--- config.mk ---
export PLATFORM = sky130hd
export DESIGN_NAME = rx_deserializer
export DESIGN_NICKNAME = d
export VERILOG_FILES = /design/src/rtl/rx_deserializer.sv
export SDC_FILE = /design/constraint.sdc
export NUM_CORES = 1
export LEC_CHECK = 0
export CORE_MARGIN = 2
export CORE_UTILIZATION = 40
export CTS_BUF_LIST = sky130_fd_sc_hd__clkbuf_16
export CTS_CLUSTER_DIAMETER = 40
export CTS_CLUSTER_SIZE = 16
export DETAILED_ROUTE_END_ITERATION = 10
export PLACE_DENSITY = 0.63
export SLEW_MARGIN = 20
export SYNTH_ARGS = -nofsm -noshare
export SYNTH_HDL_FRONTEND = slang
export SYNTH_SLANG_ARGS = --single-unit
--- constraint.sdc ---
create_clock -name clk -period 2.33 [get_ports clk]
set_input_delay 0.3495 -clock clk [delete_from_list [all_inputs] [get_ports clk]]
set_output_delay 0.3495 -clock clk [all_outputs]
set_load 0.02 [all_outputs]
--- src/rtl/rx_deserializer.sv ---
// rtl/rx_deserializer.sv - serial-to-parallel word assembler with valid/ready holding register
// Optional feature macro: RX_DESER_PARITY_EN (adds an even-parity bit after the data bits)
module rx_deserializer #(
  parameter int NUM_BITS  = 8,
  parameter int MSB_FIRST = 1
) (
  input  logic                clk,
  input  logic                n_rst,
  input  logic                shift_strobe,
  input  logic                serial_in,
  input  logic                frame_start,
  input  logic                data_ready,
  input  logic                clear_error,
  output logic [NUM_BITS-1:0] data_out,
  output logic                data_valid,
  output logic                overrun_error,
  output logic                parity_error
);

  localparam int            CW       = $clog2(NUM_BITS + 1);
  localparam logic [CW-1:0] LAST_IDX = CW'(NUM_BITS - 1);

`ifdef RX_DESER_PARITY_EN
  typedef enum logic [1:0] {IDLE = 2'd0, SHIFT = 2'd1, PAR = 2'd2, DONE = 2'd3} state_t;
`else
  typedef enum logic [1:0] {IDLE = 2'd0, SHIFT = 2'd1, DONE = 2'd3} state_t;
`endif

  state_t              r_state;
  logic [CW-1:0]       r_cnt;
  logic [NUM_BITS-1:0] r_shift;
  logic [NUM_BITS-1:0] r_data;
  logic                r_valid;
  logic                r_ovr;
  logic [NUM_BITS-1:0] w_shift_next;
  logic                w_done;
  logic                w_load;
  logic                w_drop;

`ifdef RX_DESER_PARITY_EN
  logic r_par;
  logic r_perr;
  logic w_perr;
  // Even parity over data plus received parity bit: 1 means the word is corrupt.
  assign w_perr = (^r_shift) ^ r_par;
`endif

  // Shift direction decides which end of the word the first received bit lands in.
  assign w_shift_next = (MSB_FIRST != 0) ? {r_shift[NUM_BITS-2:0], serial_in}
                                         : {serial_in, r_shift[NUM_BITS-1:1]};

  // A completed word is transferred on the DONE edge unless the old word is still unaccepted.
  assign w_done = (r_state == DONE);
  assign w_load = w_done && (!r_valid || data_ready);
  assign w_drop = w_done && r_valid && !data_ready;

  // Bit-assembly FSM: frame_start realigns and wins over a coincident strobe.
  always_ff @(posedge clk or negedge n_rst) begin
    if (!n_rst) begin
      r_state <= IDLE;
      r_cnt   <= '0;
      r_shift <= '0;
`ifdef RX_DESER_PARITY_EN
      r_par   <= 1'b0;
`endif
    end else if (frame_start) begin
      r_state <= IDLE;
      r_cnt   <= '0;
      r_shift <= '0;
    end else begin
      case (r_state)
        IDLE: begin
          if (shift_strobe) begin
            r_shift <= w_shift_next;
            r_cnt   <= CW'(1);
            r_state <= SHIFT;
          end
        end
        SHIFT: begin
          if (shift_strobe) begin
            r_shift <= w_shift_next;
            if (r_cnt == LAST_IDX) begin
              r_cnt   <= '0;
`ifdef RX_DESER_PARITY_EN
              r_state <= PAR;
`else
              r_state <= DONE;
`endif
            end else begin
              r_cnt <= r_cnt + 1'b1;
            end
          end
        end
`ifdef RX_DESER_PARITY_EN
        PAR: begin
          if (shift_strobe) begin
            r_par   <= serial_in;
            r_state <= DONE;
          end
        end
`endif
        DONE: begin
          // The holding register takes the pre-edge shift value, so this strobe is safe to shift.
          if (shift_strobe) begin
            r_shift <= w_shift_next;
            r_cnt   <= CW'(1);
            r_state <= SHIFT;
          end else begin
            r_state <= IDLE;
          end
        end
        default: r_state <= IDLE;
      endcase
    end
  end

  // Holding register, valid/ready handshake and sticky overrun flag.
  always_ff @(posedge clk or negedge n_rst) begin
    if (!n_rst) begin
      r_data  <= '0;
      r_valid <= 1'b0;
      r_ovr   <= 1'b0;
`ifdef RX_DESER_PARITY_EN
      r_perr  <= 1'b0;
`endif
    end else begin
      if (w_load) begin
        r_data  <= r_shift;
        r_valid <= 1'b1;
`ifdef RX_DESER_PARITY_EN
        r_perr  <= w_perr;
`endif
      end else if (r_valid && data_ready) begin
        r_valid <= 1'b0;
      end
      if (w_drop) begin
        r_ovr <= 1'b1;
      end else if (clear_error) begin
        r_ovr <= 1'b0;
      end
    end
  end

  assign data_out      = r_data;
  assign data_valid    = r_valid;
  assign overrun_error = r_ovr;
`ifdef RX_DESER_PARITY_EN
  assign parity_error  = r_perr;
`else
  assign parity_error  = 1'b0;
`endif

endmodule

After elaboration in Yosys (flattened, before gate mapping)
Cells that the tools add are included.
{"block": "totals", "reg_bits": 24, "out_inout_bits": 11, "word_cells": 50}
{"block": "op_classes", "n_addsub": 1, "n_eq_ne": 7, "mux": 18, "n_reduce_logical": 18}
{"operator": "two-way mux 8 bit", "n": 3}
{"operator": "two-way mux 4 bit", "n": 4}
{"operator": "inequality test 3 bit (second input constant)", "n": 3}
{"operator": "two-way mux 2 bit", "n": 4}
{"operator": "case mux 4 bit (2 select lines)", "n": 1}
{"operator": "nonzero test 2 bit", "n": 4}
{"operator": "case mux 2 bit (3 select lines)", "n": 1}
{"operator": "AND reduction 3 bit", "n": 2}
{"operator": "two-way mux 1 bit", "n": 5}
{"operator": "adder 4 x 1 -> 4 bit (second input constant)", "n": 1}
{"operator": "== test 4 x 3 -> 1 bit (second input constant)", "n": 1}
{"operator": "logical AND 1 bit", "n": 4}
{"operator": "inequality test 3 x 1 -> 1 bit (second input constant)", "n": 1}
{"operator": "nonzero test 3 bit", "n": 1}
{"operator": "OR reduction 3 bit", "n": 1}
{"operator": "== test 2 x 1 -> 1 bit (second input constant)", "n": 1}
{"operator": "== test 2 bit (second input constant)", "n": 1}
{"operator": "zero test 1 bit", "n": 2}
{"operator": "zero test 2 bit", "n": 1}
{"operator": "AND reduction 2 bit", "n": 1}
{"operator": "OR reduction 2 bit", "n": 1}
{"operator": "logical OR 1 bit", "n": 1}

Longest topological paths before layout
Gate-level depths: netlist (run 1).
{"block": "depth", "word_depth": 5, "ltp_mapped": 6}

Worst setup path after synthesis (run 1)
OpenSTA, ideal clock, no wires.
{"block": "synth_path", "path_kind": "reg-to-reg", "from": "register r_state[0]", "to": "register r_cnt[2]", "t_arrival_ns": 1.387, "slack_ns": 0.865, "path_stages_with_launch": 6, "n_path_buf": 0, "path_cell_list": "dfrtp_1 > inv_1 > ha_1 > nand3_2 > or3b_1 > a21oi_1"}
{"block": "synth_between", "elab_chain_len": 4, "elab_cells_between_ends": 10, "cone_classes": "eq/ne: 4; mux: 2; reduce/logical: 4"}
{"item": "start, declared", "line_no": "29", "rtl": "state_t r_state;"}
{"item": "start signal, assigned", "line_no": "60", "rtl": "r_state <= IDLE;"}
{"item": "start signal, assigned", "line_no": "67", "rtl": "r_state <= IDLE;"}
{"item": "start signal, assigned", "line_no": "76", "rtl": "r_state <= SHIFT;"}
{"item": "== test 2 bit / zero test 2 bit (equally long branches)", "line_no": "71", "rtl": "case (r_state)"}
{"item": "OR reduction 2 bit (no source line)"}
{"item": "inequality test 3 x 1 -> 1 bit (no source line) (tied with other cells)"}
{"item": "AND reduction 3 bit (no source line) / two-way mux 4 bit (equally long branches)"}
{"item": "end signal, assigned", "line_no": "90", "rtl": "r_cnt <= r_cnt + 1'b1;"}
{"item": "end, declared", "line_no": "30", "rtl": "logic [CW-1:0] r_cnt;"}
Parallel ways exist; a longest one is shown, timed or not.
A chain may end at the register's enable or synchronous reset.

Final worst setup path (run 1)
Same ends and word-level chain as after synthesis.

==> results.toml, run 1 <==
[outcome]
status = "complete, no violations"

[cts]
cts_max_path_buffers = 2
cts_tree = "done"
htree_levels = 1
clk_pin_slew_ps = 60
cts_root_buf = "clkbuf_16"
cts_num_sinks = 24
numCtsBuffers = 3
postCtsResizedCells = 0
hold_buffers = 0
clk_latency_ps = 250
post_cts_buffers = 0

[placed_design]
port-buffer-count = 16
dp_hpwl_microns = 1480
placed_area_sq_mm = 0.00135
place_inst = 157
gp_congestion = 0.882

[floorplan]
pin_count = 18
std_cell_rows = 19
fp.coreArea_sq_mm = 0.00276
die_w_microns = 58.1
fp.dieH_microns = 58.1
start_util_pct = 42.4
die_area_sq_mm = 0.00337

[setup_path]
crit_chain = "inv_1 > ha_1 > nand3_2 > or3b_1 > a21oi_1"
start_kind = "flip-flop"
cp_num_buf_inv = 1
critPathCaptureType = "flip-flop"
cpPeakStageDelay_ps = 440
cp_slowest_cell = "dfrtp_1"
cp.required_ps = 2510
worstSetupPathType = "reg2reg"
cp_top_family = "simple AND/OR/NAND/NOR gates"
path_max_fanout = 6
cp_data_arrival_time_ps = 1820

[grt]
antenna_found_initial = 0
met2_usage_pct = 23.1
grt_use_met1_pct = 16.2
top_usage_layer = "met2"
grt_max_degree = 25
grt_pass1_wl_microns = 3490
grtUsageMet3_pct = 4.02
grt_pass1_vias = 807
track_usage_pct = 13.3
gr-total-overflow = 0

[timing]
timing.final.hold_violations = 0
maxSlewViolCount = 0
grt_setup_unrepaired = "no"
setup_viol_count_final = 0
fin_skew_ps = 1.78
tns_ps = 0
period_minus_slack_ps = 1650
fmax_mhz = 608
fin_crit_sh_pct = 70.6

[synthesis]
synth_area_per_cell_sq_um = 10.3
ys_warn_count = 0
syn_inst = 114
seq_area_frac_synth_pct = 51.4
synth.cell_area_sq_mm = 0.00117
synth_nets = 127
synth.distinct_cells = 31
synth-seq-cells = 24

[routing]
drc = 0
ant_nets = 0
wl_microns = 1970
wl_per_cell_microns = 12.3
viasPerCell = 5.19
first_pass_iters = 4
drt_iter0_drc = 23
vias = 836

[cells_and_area]
diodes = 0
instances_no_fill = 161
drive_gt1_share_pct = 6.15
mostFrequentLayoutCell = "dfrtp_1"
nNetsFinal = 144
area_growth_pct = 24.3
design_area_sq_mm = 0.00145
final_cell_mix = "24 x dfrtp_1, 20 x nand2_1, 16 x clkdlybuf4s50_1"

[power]
p_per_area_mw_per_mm2 = 739
p_leak_nw = 0.665
ir_drop_mv = 0.706

[job]
maxCapViolCount = 0

[hold_path]
hold_path.class = "in2async"
cell type report:
cell class                      count  area, sq um
Multi-Input combinational cell     76          503
Clock buffer                        3         75.1
Tap cell                           31         38.8
Fill cell                         245         1310
Sequential cell                    24          601
Clock inverter                      1         30.0
Timing Repair Buffer               18          175
Inverter                            8         30.0
worst paths after layout:
kind	start	to	slack, ps	cells after the start
setup reg to reg	r_state[0]$_DFFE_PN0P_	r_cnt[2]$_DFFE_PN0P_	680	5
hold reg to reg	data_out[7]$_DFFE_PN0P_	data_out[7]$_DFFE_PN0P_	490	1
max in group asynchronous	n_rst	r_shift[2]$_DFFE_PN0P_	1640	2
setup / recovery	r_state[0]$_DFFE_PN0P_	r_cnt[2]$_DFFE_PN0P_	680	5
min in group clk	data_out[7]$_DFFE_PN0P_	data_out[7]$_DFFE_PN0P_	490	1
hold / removal	n_rst	r_state[1]$_DFFE_PN0P_	450	2
sequential cells by signal (all words and copies together) (netlist names):
signal	flops
overrun_error	1
r_shift	8
r_cnt	4
data_out	8
r_state	2
data_valid	1
Yosys cell counts, drive strengths merged:
| cell type | number | area (sq um) |
|---|---|---|
| o2111ai | 1 | 8.76 |
| nand3 | 2 | 15.0 |
| a211oi | 1 | 7.51 |
| conb | 1 | 3.75 |
| o2111a | 1 | 11.3 |
| a21boi | 1 | 7.51 |
| clkbuf | 2 | 7.51 |
| and3 | 1 | 6.26 |
| dfrtp | 24 | 601 |
| o32ai | 1 | 8.76 |
| ha | 6 | 75.1 |
| or3b | 1 | 8.76 |
| inv | 8 | 30.0 |
| nand2b | 4 | 25.0 |
| mux2i | 1 | 10.0 |
| buf | 4 | 27.5 |
| o211ai | 1 | 7.51 |
| nand4b | 1 | 8.76 |
| nor2 | 2 | 7.51 |
| nor2b | 3 | 18.8 |
| mux2 | 8 | 90.1 |
| nand2 | 21 | 81.3 |
| a31oi | 1 | 6.26 |
| o22ai | 1 | 6.26 |
| a31o | 1 | 8.76 |
| a21oi | 12 | 60.1 |
| o21ai | 4 | 20.0 |
through the flow:
step | utilization, % | total power, mW | setup WS [ps] | hold slack [ps]
after floorplan | - | 0.567 | 865 | 53.9
after detailed placement | 48.9 | 0.605 | 510 | 480
final | 52.7 | 1.07 | 685 | 453
after global placement | 48.9 | 0.602 | 553 | 474
after global routing | 52.7 | 1.12 | 580 | 484
after CTS | 52.7 | 1.09 | 675 | 460
power breakdown:
part / total, mW / switching (mW) / internal, mW
registers: 0.451 / 0.0202 / 0.431
clock network: 0.476 / 0.135 / 0.341
logic: 0.145 / 0.0844 / 0.0608
layer usage:
| layer | part of all wire [%] | up-vias |
|---|---|---|
| met3 | 4.2 | 0 |
| met2 | 49 | 20 |
| met4 | 0 | 0 |
| met1 | 46 | 401 |
| li1 | - | 415 |
| met5 | 0 | - |
cells by family after synthesis:
group,share of synthesized area [%]
fa+ha+maj,6.42
mux,8.57
buf+inv,5.57
compound gates,13.1
other cells,0.321
flops,51.4
simple gates,14.7
Note: power is estimated with default switching activity, not from simulation.
==> run 2, diff against run 1 <==
PLACE_DENSITY = 0.66   (was 0.63)
clock period = 1.48 ns   (was 2.33 ns; I/O delays follow)
==> run 2 against run 1 <==
Compared with the run above:
- sequential share of layout area shrank 2.8 points
- sequential cell count unchanged
- clock power increased by 61%
- global-route usage grew 1.7 points
- non-clock buffer count rose by 9
- die area did not move
- setup slack got worse by 640 ps
- critical path depth down 4
- register-to-register slack worse by 590 ps
- combinational power rose to 2.5 times the previous value
- first-iteration DRC count decreased by 4.3%
- core utilization rose by 3.8 points
==> results.toml, run 2 (synthesis results as in run 1) <==
[setup_path]
cp_data_arrival_time_ps = 1220
cp.required_ps = 1260
cp_slowest_cell = "clkdlybuf4s50_1"
cpPeakStageDelay_ps = 610
start_kind = "flip-flop"
ff2ff_path_depth = 5
cp_top_family = "buffers and inverters"
crit_chain = "clkdlybuf4s50_1"
worst-path-stages = 1
cp_num_buf_inv = 1
path_max_fanout = 2
critPathCaptureType = "output pin"
worstSetupPathType = "reg2out"

[placed_design]
gp_congestion = 0.889
pre_cts_ws_ps = -81.5
port-buffer-count = 16
dp_hpwl_microns = 1660
placed_area_sq_mm = 0.00141

[cts]
hold_buffers = 0
clk_pin_slew_ps = 60
numCtsBuffers = 3
cts_root_buf = "clkbuf_16"
clk_latency_ps = 260
htree_levels = 1
cts_num_sinks = 24
cts_max_path_buffers = 2
cts_tree = "done"

[grt]
met2_usage_pct = 27.3
antenna_found_initial = 0
grt_pass1_vias = 901
grt_pass1_wl_microns = 3880
grtUsageMet3_pct = 2.90
grt_max_degree = 25
grt_use_met1_pct = 17.2
track_usage_pct = 15.0
gr-total-overflow = 0
top_usage_layer = "met2"

[cells_and_area]
nNetsFinal = 153
diodes = 0
drive_gt1_share_pct = 15.8
fin_util_pct = 56.4
area_growth_pct = 33.2
design_area_sq_mm = 0.00156
mostFrequentLayoutCell = "dfrtp_1"
final_cell_mix = "24 x dfrtp_1, 20 x nand2_1, 16 x clkdlybuf4s50_1"

[floorplan]
fp.dieH_microns = 58.1
die_area_sq_mm = 0.00337
std_cell_rows = 19
pin_count = 18
die_w_microns = 58.1
start_util_pct = 42.4
fp.coreArea_sq_mm = 0.00276

[timing]
hold_slack_ps = 315
fin_crit_sh_pct = 97.2
maxSlewViolCount = 0
fmax_mhz = 695
grt_setup_unrepaired = "no"
setup_viol_count_final = 0
fin_skew_ps = 2.02
finalWorstSetupSlack_ps = 40.9
timing.final.hold_violations = 0
period_minus_slack_ps = 1440

[routing]
wl_microns = 2250
viasPerCell = 5.25
first_pass_iters = 4
wl_per_cell_microns = 13.2
vias = 892
drc = 0
ant_nets = 0
drt_iter0_drc = 22

[outcome]
status = "complete, no violations"

[power]
p_per_area_mw_per_mm2 = 1170
p_leak_nw = 0.712
ir_drop_mv = 1.17

[job]
maxCapViolCount = 0

[hold_path]
hold_path.class = "in2async"
[run 2: what timing repair did]
action	CTS	global route
setup endpoints to repair	0	5
setup buffers	0	1
gates resized for setup	0	7
[run 2: final timing paths]
kind / start / end / slack, ps
min in group clk: data_out[2]$_DFFE_PN0P_ / data_out[2]$_DFFE_PN0P_ / 490
worst max-delay path: data_out[1]$_DFFE_PN0P_ / data_out[1] / 40
max in group asynchronous: n_rst / r_shift[5]$_DFFE_PN0P_ / 940
worst min-delay path: n_rst / r_shift[0]$_DFFE_PN0P_ / 320
worst min register to register: data_out[2]$_DFFE_PN0P_ / data_out[2]$_DFFE_PN0P_ / 490
worst max register to register: r_state[0]$_DFFE_PN0P_ / r_cnt[2]$_DFFE_PN0P_ / 90
[run 2: area by class of cell]
class	instances	area (sq um)
fillers	234	1200
flip-flops and latches	24	601
multi-input cells	76	539
repair buffers	27	243
clock buffers	3	75.1
well taps	31	38.8
clock inverters	1	30.0
inverters	8	30.0
[run 2: through the flow]
step	instances	setup TNS (ps)	power, mW
after floorplan	114	0	0.892
after detailed placement	165	-482	1.03
after CTS	169	0	1.78
after global placement	165	-166	1.02
after global routing	170	0	1.92
final	170	0	1.83
[run 2: layer usage]
layer  up-vias  share of wire, %  wire (microns)
met5         -                 0               0
met4         0               1.7              38
met3         5               3.7              82
met2        22                51            1160
met1       433                43             969
li1        432                 -               -
[run 2: power breakdown]
group	total, mW	switching (mW)	internal [mW]	leakage, nW
Combinational	0.363	0.175	0.187	0.330
Clock	0.765	0.227	0.537	0.0511
Sequential	0.702	0.0227	0.679	0.331
Total	1.83	0.425	1.40	0.712
==> run 3, diff against run 2 <==
CORE_UTILIZATION = 32   (was 40)
PLACE_DENSITY = 0.55   (was 0.66)
==> run 3 against run 2 <==
Compared with the run above:
- register-to-register slack worse by 50 ps
- die area up 23%
- highest routed layer unchanged
- setup slack lost 4.1 ps
- clock power shrank 1%
- non-clock buffer count rose by 1
- sequential share of layout area fell by 0.12 points
- combinational power about the same
- routed wire length is 4.1% lower
- fmax fell by 0.29%
==> results.toml, run 3 (synthesis results as in run 1) <==
[placed_design]
placed_area_sq_mm = 0.00143
gp_congestion = 0.877
port-buffer-count = 16
dp_hpwl_microns = 1600
pre_cts_ws_ps = -118
place_inst = 181

[floorplan]
fp.coreArea_sq_mm = 0.00342
die_w_microns = 64.4
die_area_sq_mm = 0.00415
start_util_pct = 34.2
fp.dieH_microns = 64.4
pin_count = 18
std_cell_rows = 21

[power]
ir_drop_mv = 0.603
p_int_mw = 1.40
switching_share_pct = 22.7
seqPwrFrac_pct = 38.5
clock_power_share_pct = 41.7
p_leak_nw = 0.714
total_power_mw = 1.81
combinationalPowerShare_pct = 19.8
p_switching_mw = 0.412
p_per_area_mw_per_mm2 = 1160

[cts]
cts_num_sinks = 24
numCtsBuffers = 3
cts_root_buf = "clkbuf_16"
htree_levels = 1
cts_max_path_buffers = 2
clk_pin_slew_ps = 60
hold_buffers = 0
cts_tree = "done"
clk_latency_ps = 250

[cells_and_area]
diodes = 0
design_area_sq_mm = 0.00156
final_cell_mix = "24 x dfrtp_1, 20 x nand2_1, 16 x clkdlybuf4s50_1"
instances_no_fill = 186
mostFrequentLayoutCell = "dfrtp_1"
drive_gt1_share_pct = 15.0
fillers = 320
area_growth_pct = 33.6
nNetsFinal = 154
fin_util_pct = 45.7

[routing]
wl_microns = 2150
first_pass_iters = 4
drt_iter0_drc = 51
wl_per_cell_microns = 11.6
ant_nets = 0
vias = 883
viasPerCell = 4.75
drc = 0

[setup_path]
endpoint = "r_cnt[2]$_DFFE_PN0P_"
critPathLaunch = "r_state[0]$_DFFE_PN0P_"
r2r-end = "r_cnt[2]$_DFFE_PN0P_"
start_kind = "flip-flop"
ff2ff_path_depth = 5
rrSetupSlack_ps = 40
cp_data_arrival_time_ps = 1620
cp.required_ps = 1660
path_max_fanout = 3
critPathCaptureType = "flip-flop"
r2r-start = "r_state[0]$_DFFE_PN0P_"
worstSetupPathType = "reg2reg"

[timing]
fin_skew_ps = 2.99
hold_slack_ps = 334
fin_crit_sh_pct = 97.5
grt_setup_unrepaired = "no"
fmax_mhz = 693
period_minus_slack_ps = 1440
maxSlewViolCount = 0
tns_ps = 0
setup_viol_count_final = 0
timing.final.hold_violations = 0
finalWorstSetupSlack_ps = 36.7

[job]
maxCapViolCount = 0

[grt]
track_usage_pct = 11.5
antenna_found_initial = 0
gr-total-overflow = 0
grt_max_degree = 25
grt_pass1_wl_microns = 3840
grt_pass1_vias = 902

[outcome]
status = "complete, no violations"

[hold_path]
hold_path.class = "in2async"
run 3: cell types whose count changed in the layout (fill, tap and decap cells not counted), sizes merged:
cell,before,now
buf,11,12
run 3: cell type report:
cell class	count	area (sq um)	area share (%)
Multi-Input combinational cell	76	518	33.2
Clock inverter	1	30.0	1.92
Sequential cell	24	601	38.5
Timing Repair Buffer	28	250	16.0
Tap cell	46	57.6	3.69
Clock buffer	3	75.1	4.81
Inverter	8	30.0	1.92
run 3: how the worst min path moves through the flow:
stage	startpoint	to	cells after the start
2_1_floorplan	n_rst	data_out[0]$_DFFE_PN0P_	0
3_3_place_gp	data_out[0]$_DFFE_PN0P_	data_out[0]$_DFFE_PN0P_	1
3_5_place_dp	data_out[0]$_DFFE_PN0P_	data_out[0]$_DFFE_PN0P_	1
4_1_cts	n_rst	data_out[0]$_DFFE_PN0P_	2
5_1_grt	n_rst	data_out[7]$_DFFE_PN0P_	2
6_report	n_rst	r_shift[1]$_DFFE_PN0P_	2
run 3: metal layers:
metal  part of all wire, %  vias up  wire length [microns]  global-route usage (%)
met1                    47      434                   1020                    14.5
li1                      -      434                      -                       -
met3                   3.6        2                     77                    2.78
met2                    48       13                   1040                    19.9
met4                  0.56        0                     12                    2.39
met5                     0        -                      0                       0
run 3: worst max-delay path: stages, from the launching register on:
cell and delay [ps]:
dfrtp_1 360, inv_1 110, ha_4 280, nand3_2 70
or3b_1 390, a21oi_1 160
run 3: what timing repair did:
item                                   CTS  global route
endpoints found under the hold margin    0             0
buffers inserted                         1             0
gates resized for setup                  2             1
setup endpoints to repair                1             1
pin swaps                                0             0
run 3: power groups by stage:
| stage | Clock (mW) | Combinational (mW) | Sequential [mW] |
|---|---|---|---|
| detailed placement | 0 | 0.319 | 0.714 |
| global route | 0.798 | 0.400 | 0.702 |
| CTS | 0.772 | 0.357 | 0.697 |
| finish | 0.756 | 0.360 | 0.699 |
| global placement | 0 | 0.311 | 0.715 |
| floorplan | 0 | 0.178 | 0.714 |
